### config.mk
export PLATFORM = sky130hd
export DESIGN_NAME = timer_core
export DESIGN_NICKNAME = d
export VERILOG_FILES = /design/src/rtl/timer_core.sv
export SDC_FILE = /design/constraint.sdc
export NUM_CORES = 1
export LEC_CHECK = 0
export BUFFER_PORTS_ARGS = -buffer_cell sky130_fd_sc_hd__buf_2
export CAP_MARGIN = 20
export CORE_ASPECT_RATIO = 0.6
export CORE_UTILIZATION = 49
export CTS_CLUSTER_DIAMETER = 30
export DETAILED_ROUTE_END_ITERATION = 12
export PLACE_DENSITY_LB_ADDON = 0.08
export SLEW_MARGIN = 25
export SYNTH_ARGS = -nofsm -noshare
export SYNTH_HDL_FRONTEND = slang
export SYNTH_SLANG_ARGS = --single-unit
### constraint.sdc
create_clock -name clk -period 2.1 [get_ports clk]
set_input_delay 0.21 -clock clk [delete_from_list [all_inputs] [get_ports clk]]
set_output_delay 0.21 -clock clk [all_outputs]
set_load 0.05 [all_outputs]
### src/rtl/timer_core.sv
// Programmable up-counter with one-shot and auto-reload modes.
// Reports run status and the live count, and raises a one-cycle expiry pulse.
module timer_core #(
    parameter int unsigned CNT_W = 32
) (
    input  logic             clk,
    input  logic             reset,
    input  logic             rf_trig_start,
    input  logic             rf_trig_halt,
    input  logic             rf_mode,
    input  logic [CNT_W-1:0] rf_termcount,
    output logic             ro_status,
    output logic [CNT_W-1:0] ro_currcount,
    output logic             timer_irq
);

    typedef enum logic [1:0] {
        IDLE    = 2'd0,
        RUN     = 2'd1,
        EXPIRED = 2'd2
    } state_e;

    state_e           state_q, state_d;
    logic [CNT_W-1:0] count_q, count_d;
    logic [CNT_W-1:0] term_q,  term_d;
    logic             mode_q,  mode_d;
    logic             irq_q,   irq_d;
    logic             status_q, status_d;

    always_ff @(posedge clk) begin
        if (reset) begin
            state_q  <= IDLE;
            count_q  <= '0;
            term_q   <= '0;
            mode_q   <= 1'b0;
            irq_q    <= 1'b0;
            status_q <= 1'b0;
        end else begin
            state_q  <= state_d;
            count_q  <= count_d;
            term_q   <= term_d;
            mode_q   <= mode_d;
            irq_q    <= irq_d;
            status_q <= status_d;
        end
    end

    // Halt outranks start, and both outrank the terminal match, so a match on
    // the same edge as either trigger never produces an irq.
    always_comb begin
        state_d = state_q;
        count_d = count_q;
        term_d  = term_q;
        mode_d  = mode_q;
        irq_d   = 1'b0;

        if (rf_trig_halt) begin
            if (state_q == RUN) begin
                state_d = IDLE;
            end
        end else if (rf_trig_start) begin
            state_d = RUN;
            count_d = '0;
            term_d  = rf_termcount;
            mode_d  = rf_mode;
        end else if (state_q == RUN) begin
            if (count_q == term_q) begin
                irq_d = 1'b1;
                if (mode_q) begin
                    count_d = '0;
                end else begin
                    state_d = EXPIRED;
                end
            end else begin
                count_d = count_q + 1'b1;
            end
        end

        status_d = (state_d == RUN);
    end

    assign ro_status    = status_q;
    assign ro_currcount = count_q;
    assign timer_irq    = irq_q;

endmodule
==> reports/results.ini <==
[die]
start_util_pct=51.6
io_pins=71
core_um2=6220
die_area_um2=6890
num_rows=22
fp.dieH_um=64.7
die_w_um=107

[logic_synthesis]
syn_inst=400
yosys-top-cells-count=nand2_1, dfxtp_1, a21oi_1, xor2_1, nor2_1
ys_top_cells_by_area=dfxtp_1, nand2_1, xor2_1
ys_types=40
synth_xor_area_share_pct=12.3
synth_edf_count=0
muxShareOfSynthArea_pct=0
synth-seq-cells=69
synth_top_family_by_area=simple AND/OR/NAND/NOR gates
avgSynthCellArea_um2=8.03
mappedNetlistNets=438
yosysSeqAreaShare_pct=43.0
yosysMostFrequentCell=nand2_1
synthAdderAreaFrac_pct=0.390
synthDominantCellAreaShare_pct=43.0
synth_ff_type=dfxtp_1
synth_area_um2=3210
ys_warn_count=0
synthArstFlopShare_pct=0
synthDominantAreaCellType=dfxtp_1
synth-simple-area-share_pct=24.6
synth_compound_area_share_pct=16.5

[clock_tree]
clk-insertion-delay-late_ns=0.35
path_clk_slew_ns=0.09
cts_tree=done
cts_buffer_depth=2
numCtsBuffers=9
root_buffer=clkbuf_8
cts.htree.levels=3
cts_sinks=69

[detailed_routing]
num_vias=3403
wl_met2_um=4490
postRouteAntennaNets=0
drc=0
drt-pass1-iter-count=5
drt-vias-per-instance=5.69
wl_met1_um=4950
met3_length_um=1050
top_layer=met4
first_iter_violations=292
wire_per_inst_um=17.8
routed_wl_um=10700

[worst_setup_path]
reg2reg_to=ro_currcount[22]
slowest_delay_ns=0.56
path_depth=5
reg2reg_from=ro_currcount[12]
cp-start-kind=flop
reg2reg_slack_ns=-0.02
cp_slowest_cell=or4_1
crit_family=simple AND/OR/NAND/NOR gates
ff2ff_path_depth=5
setup.worst_path.end=ro_currcount[22]
startpoint=ro_currcount[12]
worstPathCellList=nand4_1 -> nor3_2 -> nand4_1 -> or4_1 -> a21oi_1
cp_max_fo=6
path_class=flop to flop
cp.arrival_ns=2.40
required_ns=2.38
path_buf_inv=0
cp-end-kind=flop
path_common_cell=nand4_1

[cells_and_area]
syn_to_final_growth_pct=39.5
final_area_um2=4480
layout.cells.non_filler=598
finalCoreUtilization_pct=72.0
fillers=505
nets=547
num_antenna_cells=0
multi_input_area_um2=1910
seq_area_um2=1460
drive_above_1_share_pct=39.1

[power_and_ir_drop]
powerDensity_nw_per_um2=642
vdd_drop_max_mv=0.364
power.total_w=0.00288
p_leak_nw=1.97

[timing]
timing.final.ws_setup_ns=-0.0196
rsz0062_at_grt=true
finalCriticalPeriod_ns=2.12
setup_viol=2
fin_crit_sh_pct=101
setup_tns_ns=-0.0335
slew_violations=0
clock.fmax_ghz=0.472
slew_headroom_pct=67.3
fin_skew_ns=0.00990
hold_viol_final=0
tightest_slew_ns=0.489

[placement]
dpl_cell_area_um2=4000
dpl.cell_count=574
hpwl_um=7590
gp_congestion=0.949
io_buffer_count=70

[outcome]
violations=setup timing
run_status=complete, but fails checks

[global_routing]
grt_start_max_net_pins=36
overflow=0
track_usage_pct=30.8
grt_pass1_wl_um=16000
grt_pass1_vias=3090
antenna_found_initial=0

[job]
cap_violations=0

[hold_path]
holdPathStages=3
hp-class=input pin to flop

how the worst min path moves through the flow:
stage / start / to
floorplan: rf_mode / mode_q
global placement: rf_termcount[7] / term_q[7]
detailed placement: rf_termcount[22] / term_q[22]
CTS: rf_termcount[0] / term_q[0]
global route: rf_termcount[27] / term_q[27]
finish: rf_termcount[22] / term_q[22]
stage by stage:
step | setup slack [ns] | hold WS (ns)
floorplan | -0.0316 | 0.346
global placement | -0.0397 | 0.449
detailed placement | -0.0987 | 0.456
CTS | 0.00982 | 0.0816
global route | -0.100 | 0.0925
finish | -0.0196 | 0.0864
logic make-up after synthesis:
| logic type | after synthesis |
|---|---|
| AO/OA/AOI/OAI | 92 |
| XOR/XNOR | 45 |
| adder cells (fa/ha/maj) | 1 |
| buffers and inverters | 26 |
| flip-flops | 69 |
| AND/OR/NAND/NOR | 167 |
per-layer routing:
metal	global-route usage, %	vias to the layer above
met1	45.8	1614
met4	8.39	0
li1	-	1607
met5	0	-
met3	7.95	19
met2	43.4	163
worst reg2reg max path, stage by stage, from the launching register on:
cell and delay [ns]:
dfxtp_2 0.43, nand4_1 0.39, nor3_2 0.32, nand4_1 0.22, or4_1 0.56, a21oi_1 0.12
flip-flops by register name (all words and copies together), names as in the netlist:
signal and count:
ro_currcount 32, term_q 32, state_q 2, mode_q 1
ro_status 1, timer_irq 1
power by group:
part / switching [W] / internal [W] / total (W)
registers: 0.0000293 / 0.00132 / 0.00135
logic: 0.000181 / 0.000130 / 0.000311
clock network: 0.000548 / 0.000665 / 0.00121
total: 0.000758 / 0.00212 / 0.00288
what timing repair did:
item | CTS | global route
gates cloned | 0 | 1
resized for setup | 3 | 39
pin swaps | 2 | 10
hold buffers | 0 | 0
setup endpoints to repair | 19 | 32
buffers inserted | 2 | 5
final cells by class:
class / instances / area share, %
clock buffer: 11 / 3.63
inverter: 5 / 0.419
multi-input combinational: 305 / 42.6
tap: 84 / 2.35
sequential: 69 / 32.6
timing repair buffer: 119 / 17.0
clock inverter: 5 / 1.40
placed cells by master, fill, tap and decap left out, drive strengths merged, types with 9 or more instances in the layout:
master	count
nor4	9
a31oi	9
xnor2	13
xor2	32
nand3	11
nand2	81
nor2	22
a21oi	53
clkbuf	12
buf	118
dfxtp	69
o21ai	9
Power figures use the tool's default switching activity.
